===== config.mk =====
export PLATFORM = sky130hd
export DESIGN_NAME = dot_accel
export DESIGN_NICKNAME = d
export VERILOG_FILES = /design/src/rtl/dnn_pkg.sv /design/src/rtl/q16_mac.sv /design/src/rtl/dot_accel.sv
export SDC_FILE = /design/constraint.sdc
export NUM_CORES = 2
export LEC_CHECK = 0
export CORE_ASPECT_RATIO = 1.2
export CORE_MARGIN = 2
export CORE_UTILIZATION = 59
export DETAILED_ROUTE_END_ITERATION = 6
export GPL_TIMING_DRIVEN = 0
export PLACE_DENSITY = 0.8
export SLEW_MARGIN = 0
export SYNTH_ARGS = -nofsm -noshare
export SYNTH_HDL_FRONTEND = slang
export SYNTH_SLANG_ARGS = --single-unit

===== constraint.sdc =====
create_clock -name clk -period 9.7 [get_ports clk]
set_clock_uncertainty 0.15 [all_clocks]
set_input_delay 0.97 -clock clk [delete_from_list [all_inputs] [get_ports clk]]
set_output_delay 0.97 -clock clk [all_outputs]
set_load 0.03 [all_outputs]

===== src/rtl/dnn_pkg.sv =====
// Shared definitions for the DNN accelerator blocks.
//   - Slave register word offsets for the dot-product accelerator.
//   - dot_state_t: job sequencer states for dot_accel.
//   - q16_mul: Q16.16 x Q16.16 multiply, returns product[47:16] (floors toward -inf).
package dnn_pkg;

  localparam logic [3:0] REG_START = 4'd0;
  localparam logic [3:0] REG_BIAS  = 4'd1;
  localparam logic [3:0] REG_WADDR = 4'd2;
  localparam logic [3:0] REG_AADDR = 4'd3;
  localparam logic [3:0] REG_LEN   = 4'd5;
  localparam logic [3:0] REG_RELU  = 4'd7;

  typedef enum logic [2:0] {
    ST_IDLE,
    ST_RD_W,
    ST_WAIT_W,
    ST_RD_A,
    ST_WAIT_A,
    ST_MAC,
    ST_FINISH
  } dot_state_t;

  // The arithmetic shift of the full 64-bit product drops the 16 fraction
  // bits with floor semantics; the cast keeps bits [47:16].
  function automatic logic signed [31:0] q16_mul(input logic signed [31:0] a,
                                                 input logic signed [31:0] b);
    logic signed [63:0] p;
    p = 64'(a) * 64'(b);
    return 32'(p >>> 16);
  endfunction

endpackage


===== src/rtl/q16_mac.sv =====
// Registered Q16.16 multiply-accumulate.
// Ports:
//   clk, rst_n : clock, asynchronous active-low reset
//   clr        : clears the accumulator (wins over en)
//   en         : adds q16_mul(a, b) to the accumulator, 32-bit wrapping
//   a, b       : signed Q16.16 operands
//   acc        : signed Q16.16 running sum
module q16_mac
  import dnn_pkg::*;
(
  input  logic               clk,
  input  logic               rst_n,
  input  logic               clr,
  input  logic               en,
  input  logic signed [31:0] a,
  input  logic signed [31:0] b,
  output logic signed [31:0] acc
);

  always_ff @(posedge clk or negedge rst_n) begin
    if (!rst_n) begin
      acc <= '0;
    end else if (clr) begin
      acc <= '0;
    end else if (en) begin
      acc <= acc + q16_mul(a, b);
    end
  end

endmodule


===== src/rtl/dot_accel.sv =====
// Avalon-MM dot-product accelerator: one neuron (sum(w[i]*a[i]) + bias,
// optional ReLU) per start, operands fetched from memory one word at a time.
// Ports:
//   clk, rst_n           : clock, asynchronous active-low reset
//   slave_*              : CPU register port (zero-latency reads, stalls while busy)
//   master_*             : read-only memory port, one outstanding read at a time
module dot_accel
  import dnn_pkg::*;
#(
  parameter int ADDR_W = 32
) (
  input  logic              clk,
  input  logic              rst_n,
  output logic              slave_waitrequest,
  input  logic [3:0]        slave_address,
  input  logic              slave_read,
  output logic [31:0]       slave_readdata,
  input  logic              slave_write,
  input  logic [31:0]       slave_writedata,
  input  logic              master_waitrequest,
  output logic [ADDR_W-1:0] master_address,
  output logic              master_read,
  input  logic [31:0]       master_readdata,
  input  logic              master_readdatavalid
);

  dot_state_t state, state_nxt;

  logic [31:0]        bias_r, w_addr_r, a_addr_r, len_r, result_r, idx_r;
  logic               relu_r;
  logic signed [31:0] w_op_p0, a_op_p0, acc_p1, sum;
  logic [31:0]        elem_off, idx_inc;
  logic               busy, cfg_wr, start, vld_p0;

  assign busy              = (state != ST_IDLE);
  assign slave_waitrequest = busy & (slave_read | slave_write);
  // Writes only land once the access is no longer stalled, i.e. in IDLE.
  assign cfg_wr            = slave_write & ~busy;
  assign start             = cfg_wr & (slave_address == REG_START);
  assign elem_off          = {idx_r[29:0], 2'b00};
  assign idx_inc           = idx_r + 32'd1;
  assign sum               = acc_p1 + $signed(bias_r);

  always_comb begin
    slave_readdata = '0;
    case (slave_address)
      REG_START: slave_readdata = result_r;
      REG_BIAS:  slave_readdata = bias_r;
      REG_WADDR: slave_readdata = w_addr_r;
      REG_AADDR: slave_readdata = a_addr_r;
      REG_LEN:   slave_readdata = len_r;
      REG_RELU:  slave_readdata = {31'd0, relu_r};
      default:   slave_readdata = '0;
    endcase
  end

  always_ff @(posedge clk or negedge rst_n) begin
    if (!rst_n) begin
      state <= ST_IDLE;
    end else begin
      state <= state_nxt;
    end
  end

  always_comb begin
    state_nxt      = state;
    master_read    = 1'b0;
    master_address = '0;
    vld_p0         = 1'b0;
    case (state)
      ST_IDLE: begin
        if (start) begin
          state_nxt = (len_r == 32'd0) ? ST_FINISH : ST_RD_W;
        end
      end
      ST_RD_W: begin
        master_read    = 1'b1;
        master_address = ADDR_W'(w_addr_r + elem_off);
        if (!master_waitrequest) begin
          state_nxt = ST_WAIT_W;
        end
      end
      ST_WAIT_W: begin
        if (master_readdatavalid) begin
          state_nxt = ST_RD_A;
        end
      end
      ST_RD_A: begin
        master_read    = 1'b1;
        master_address = ADDR_W'(a_addr_r + elem_off);
        if (!master_waitrequest) begin
          state_nxt = ST_WAIT_A;
        end
      end
      ST_WAIT_A: begin
        if (master_readdatavalid) begin
          state_nxt = ST_MAC;
        end
      end
      ST_MAC: begin
        vld_p0    = 1'b1;
        state_nxt = (idx_inc < len_r) ? ST_RD_W : ST_FINISH;
      end
      ST_FINISH: begin
        state_nxt = ST_IDLE;
      end
      default: begin
        state_nxt = ST_IDLE;
      end
    endcase
  end

  always_ff @(posedge clk or negedge rst_n) begin
    if (!rst_n) begin
      bias_r   <= '0;
      w_addr_r <= '0;
      a_addr_r <= '0;
      len_r    <= '0;
      relu_r   <= 1'b0;
      result_r <= '0;
      idx_r    <= '0;
      w_op_p0  <= '0;
      a_op_p0  <= '0;
    end else begin
      if (cfg_wr) begin
        case (slave_address)
          REG_BIAS:  bias_r   <= slave_writedata;
          REG_WADDR: w_addr_r <= slave_writedata;
          REG_AADDR: a_addr_r <= slave_writedata;
          REG_LEN:   len_r    <= slave_writedata;
          REG_RELU:  relu_r   <= slave_writedata[0];
          default:   ;
        endcase
      end
      // Stage p0: operand capture, only in the matching wait state.
      if (state == ST_WAIT_W && master_readdatavalid) begin
        w_op_p0 <= master_readdata;
      end
      if (state == ST_WAIT_A && master_readdatavalid) begin
        a_op_p0 <= master_readdata;
      end
      if (start) begin
        idx_r <= '0;
      end else if (state == ST_MAC) begin
        idx_r <= idx_inc;
      end
      // Stage p1 -> result: bias add and optional ReLU on the final sum.
      if (state == ST_FINISH) begin
        result_r <= (relu_r && sum[31]) ? '0 : sum;
      end
    end
  end

  q16_mac u_mac (
    .clk   (clk),
    .rst_n (rst_n),
    .clr   (start),
    .en    (vld_p0),
    .a     (w_op_p0),
    .b     (a_op_p0),
    .acc   (acc_p1)
  );

endmodule


## Yosys cells after proc, flatten, opt, wreduce, memory -nomap -nowiden

Cells that the tools add are included.

| operators by class | value |
|---|---|
| $mul | 1 |
| $lt $le $gt $ge | 1 |
| reductions and logical operators | 16 |
| equality and inequality tests | 16 |
| bitwise gates (word level) | 5 |
| mux-type cells | 17 |
| add/sub/neg operators | 5 |

Operators by type and width:

| cell | number |
|---|---|
| one-hot mux 32 bit (6 select lines) | 1 |
| 2-to-1 mux 32 bit | 5 |
| adder 32 bit | 4 |
| one-hot mux 32 bit (2 select lines) | 1 |
| multiplier 32 x 32 -> 48 bit | 1 |
| adder 32 x 1 -> 32 bit, second input constant | 1 |
| zero test 32 bit | 1 |
| less-than comparator 32 bit | 1 |
| 2-to-1 mux 3 bit | 7 |
| one-hot mux 3 bit (6 select lines) | 1 |
| inequality test 2 bit, second input constant | 5 |
| AND reduction 2 bit | 5 |
| equality test 3 bit, second input constant | 3 |
| equality test 4 x 2 -> 1 bit, second input constant | 2 |
| equality test 4 x 3 -> 1 bit, second input constant | 2 |
| equality test 3 x 2 -> 1 bit, second input constant | 2 |
| AND reduction 5 bit | 1 |
| equality test 4 x 1 -> 1 bit, second input constant | 1 |
| zero test 4 bit | 1 |
| nonzero test 2 bit | 2 |
| bitwise AND 1 bit | 3 |
| equality test 3 x 1 -> 1 bit, second input constant | 1 |
| logical AND 1 bit | 3 |
| zero test 3 bit | 1 |
| 5 further kinds | 6 |

| word-level totals | value |
|---|---|
| logic and storage cells | 72 |
| bits of input ports | 74 |
| output and inout bits | 66 |
| register bits | 292 |

## Logic depth before layout (Yosys ltp)

| logic depth | value |
|---|---|
| depth in word-level cells | 6 |
| depth in mapped cells | 40 |
| depth with buffers taken out | 39 |

## Hierarchy

Synthesis repeated with hierarchy kept, for this count alone.

| second synthesis, totals | value |
|---|---|
| cells, all modules | 4888 |
| area, all modules | 47012.6 µm² |

Modules (own cells, without submodules):

| module | cells an instance | area an instance (µm²) | seq. area each (µm²) | instances |
|---|---|---|---|---|
| q16_mac | 3366 | 31221.2 | 800.8 | 1 |
| dot_accel | 1522 | 15791.4 | 6506.2 | 1 |

## Worst setup path before layout

OpenSTA, ideal clock, no wires.

| timing | value |
|---|---|
| kind | reg-to-reg |
| start point | reg w_op_p0[20] |
| end point | reg u_mac.acc[31] |
| buffers on the path | 2 |
| data arrival time | 9.288 ns |
| cell stages (with the launch flop) | 38 |
| slack | 0.128 ns |
| required time | 9.416 ns |
| clock period less this slack | 9.572 ns |
| library setup time | 0.134 ns |
| path through | dfrtp_1 -> clkbuf_1 -> clkbuf_1 -> and2_1 -> fa_1 -> fa_1 -> inv_1 -> fa_1 -> fa_1 -> inv_1 -> fa_1 -> fa_1 -> fa_1 -> fa_1 -> ha_1 -> a21o_1 -> a21oi_1 -> o21ai_0 -> [... 2 more ...] -> or2_2 -> o31a_1 -> a21bo_2 -> a21o_1 -> xor2_1 -> ha_1 -> a21oi_1 -> o211ai_1 -> a21oi_1 -> nand2_1 -> nor3_1 -> a221oi_1 -> and4_1 -> a2111oi_0 -> o21bai_1 -> a21oi_1 -> xnor2_1 -> o21ai_0 |

| on the way | value |
|---|---|
| longest elaborated chain between the ends | 4 |

RTL lines:

| element | line | text |
|---|---|---|
| from (decl) | dot_accel.sv:31 | `logic signed [31:0] w_op_p0, a_op_p0, acc_p1, sum;` |
| from (signal assigned) | dot_accel.sv:137 | `w_op_p0 <= master_readdata;` |
| multiplier 32 x 32 -> 48 bit | dnn_pkg.sv:29 | `p = 64'(a) * 64'(b);` |
| adder 32 bit | q16_mac.sv:26 | `acc <= acc + q16_mul(a, b);` |
| 2-to-1 mux 32 bit | q16_mac.sv:25 | `end else if (en) begin` |
| 2-to-1 mux 32 bit | q16_mac.sv:23 | `end else if (clr) begin` |
| to (signal assigned) | q16_mac.sv:26 |  |
| to (decl) | q16_mac.sv:17 | `output logic signed [31:0] acc` |

No other way between the ends. The select of a mux whose other input is x is not followed.
A chain may end at the register's enable or synchronous reset.

## Worst setup path after layout

| timing | value |
|---|---|
| start point | reg a_op_p0[23] |
| end point | reg u_mac.acc[31] |

| on the way | value |
|---|---|
| longest elaborated chain between the ends | 4 |

RTL lines:

| element | line | text |
|---|---|---|
| from (decl) | dot_accel.sv:31 |  |
| from (signal assigned) | dot_accel.sv:140 | `a_op_p0 <= master_readdata;` |
| multiplier 32 x 32 -> 48 bit | dnn_pkg.sv:29 |  |
| adder 32 bit | q16_mac.sv:26 |  |
| 2-to-1 mux 32 bit | q16_mac.sv:25 |  |
| 2-to-1 mux 32 bit | q16_mac.sv:23 |  |

No other way between the ends. The select of a mux whose other input is x is not followed.

==> run metrics <==
status=finished with violations; failing checks=negative setup slack; largest net degree at the start of global routing=120; yosys synthesis warning count=0; number of port buffers=136; final hold violation count=0; maximum number of buffers from clock root to sink=3; First-pass DRT Iterations=5; largest area contributor in the netlist=fa_1; required time reported for the critical path endpoint=10010 ps; cell type group with the largest total delay on the critical path=adder cells; estimated wirelength of the detail-placed design=124.6 mm; delay of the slowest critical-path stage=610 ps; final worst hold slack=274.9 ps; global-route wire length before repair=233.8 mm; count of standard-cell rows=112; endpoints failing setup=3; leading cell types by total area after synthesis=fa_1 (36%), dfrtp_1 (16%), ha_1 (7.7%); placeable core region=77910 µm²; CTS tree=done; number of buffers added to fix hold violations after cts=0; share of cells above drive strength 1=0.1274; Total Wirelength=153.0 mm; clock insertion delay at the later pin of the skew report=610 ps; gp weighted congestion=1.040; Max Cap Violations=0; Critical Path AT=10260 ps; share of flip-flops with an asynchronous set or reset=1.000; DP Area=49310 µm²; worst hold path class=in2async; top-level port count=140; Synth Instances=4885; post-route fraction of the period consumed by the critical path=1.026; root cell of the clock tree=clkbuf_16; flip-flop and latch area=7358 µm²; Starting Density=0.5975; number of flops mapped to enable cells by yosys=0; Die Span X=260.4 µm; achievable clock frequency=100.5 MHz; prevailing post-synth register cell=dfrtp_1; highest fanout seen on the critical path=10; placement-stage worst setup slack=-2092 ps; height of the die=311.7 µm; slew at the pin with the worst max-slew slack=1311 ps; area share of the leading cell type in the synthesized netlist=0.3617; total area of multi-input combinational cells=35680 µm²; overall routing resource usage=0.3870; clock-pin slew on the worst setup and hold paths=60 ps; RSZ-0062 raised after global routing=true; fill cell instance count of the final layout=6084; final standard cell area without fillers=52370 µm²; cell seen most often among critical-path stages=fa_1; total die area=81170 µm²; total congestion overflow=0; routed wirelength normalized by instance count=24.70 µm; Via density=6.002; area delta synth->final=12.49%; critical path capture point type=register; final slew viol count=0; number of CTS-inserted buffers=34; Worst Slack Setup Final=-249.5 ps; DRC violation count after routing=0; buffering stage count on the worst path with inverters included=7; most numerous cell in the Yosys netlist=inv_1; Slew Limit Headroom=0.1191; Vias=37180; Setup TNS Final=-510.4 ps; average instance area after synthesis=9.529 µm²; net count of the finished layout=6345; ranking of synthesized cells by instance count=inv_1 (850), fa_1 (841), nand2_1 (557); number of distinct library cell variants in the gate-level netlist after synthesis=72; H-Tree Level Count=2; register bit count reported by yosys=292; post-synthesis cell area=46550 µm²; vias in the first global route=39840; initial antenna violation count=2; minimum period implied by the final worst setup slack=9950 ps; portion of the post-synthesis area used by sequential elements=0.1570; slowest stage cell, crit path=fa_1; clock sinks=292; number of antenna-violating nets in the routed design=0; critical path startpoint category=register; detailed router's first-iteration violation count=3146; class of the most critical setup path=reg2reg; nets in the synthesized netlist=6087
[timing repair]
item,in CTS,in global routing
gates resized for setup,367,71
pin swaps,76,37
setup buffers,84,9
setup endpoints to repair,17,13
endpoints found under the hold margin,0,0
[cell families after synthesis]
logic type / count (synthesis) / share of synthesized area
buffers and inverters: 1105 / 0.08945
and+or+nand+nor: 1475 / 0.1584
xor gates and xnor gates: 173 / 0.03255
adders and majority gates: 1128 / 0.4388
muxes: 228 / 0.05502
DFF: 292 / 0.1570
AOI/OAI and AO/OA: 484 / 0.06875
[cells in the final DEF (no fill, tap or decap), types with 64 or more instances in the layout]
cell type / n
nand3_1: 103
inv_1: 846
buf_4: 88
clkdlybuf4s50_1: 135
nor2_1: 119
xnor2_1: 107
a21oi_1: 79
dfrtp_1: 253
fa_1: 831
ha_1: 270
mux2_2: 223
xor2_1: 64
and2_1: 501
o21ai_0: 99
a22oi_1: 67
clkbuf_1: 91
nand2_1: 556
[path summary, 6_finish.rpt]
path,startpoint,end,slack [ps],cells past startpoint
worst max-delay path,a_op_p0[23],u_mac.acc[31],-250,36
worst min-delay path,rst_n,w_addr_r[29],270,1
worst max register to register,a_op_p0[23],u_mac.acc[31],-250,36
worst min register to register,result_r[0],result_r[0],360,2
max in group asynchronous,rst_n,len_r[10],8010,2
min in group clk,result_r[0],result_r[0],360,2
[final cells by class]
| cell class | count | area share |
|---|---|---|
| well taps | 1026 | 0.02451 |
| flip-flops and latches | 292 | 0.1405 |
| diodes | 3 | 0.0001434 |
| repair buffers | 234 | 0.04284 |
| multi-input cells | 3488 | 0.6813 |
| clock inverters | 15 | 0.002007 |
| clock buffers | 44 | 0.01814 |
| plain buffers | 242 | 0.02956 |
| inverters | 851 | 0.06100 |
[per-stage QoR]
step           instances    util
2_1_floorplan       4885       -
3_3_place_gp        6047  0.6314
3_5_place_dp        6052  0.6328
4_1_cts             6184  0.6683
5_1_grt             6193  0.6720
6_report            6195  0.6721
[metal layers]
layer	vias up	GRT usage	share of wire	wire [µm]
li1	15710	-	-	-
met1	18680	0.4400	0.34	51600
met2	2081	0.6389	0.47	72420
met3	712	0.07931	0.092	14040
met4	0	0.2951	0.098	14960
met5	-	0	0	0
Power is not shown: default switching activity piles up to over one toggle a cycle in this logic, so the estimate is an artifact.
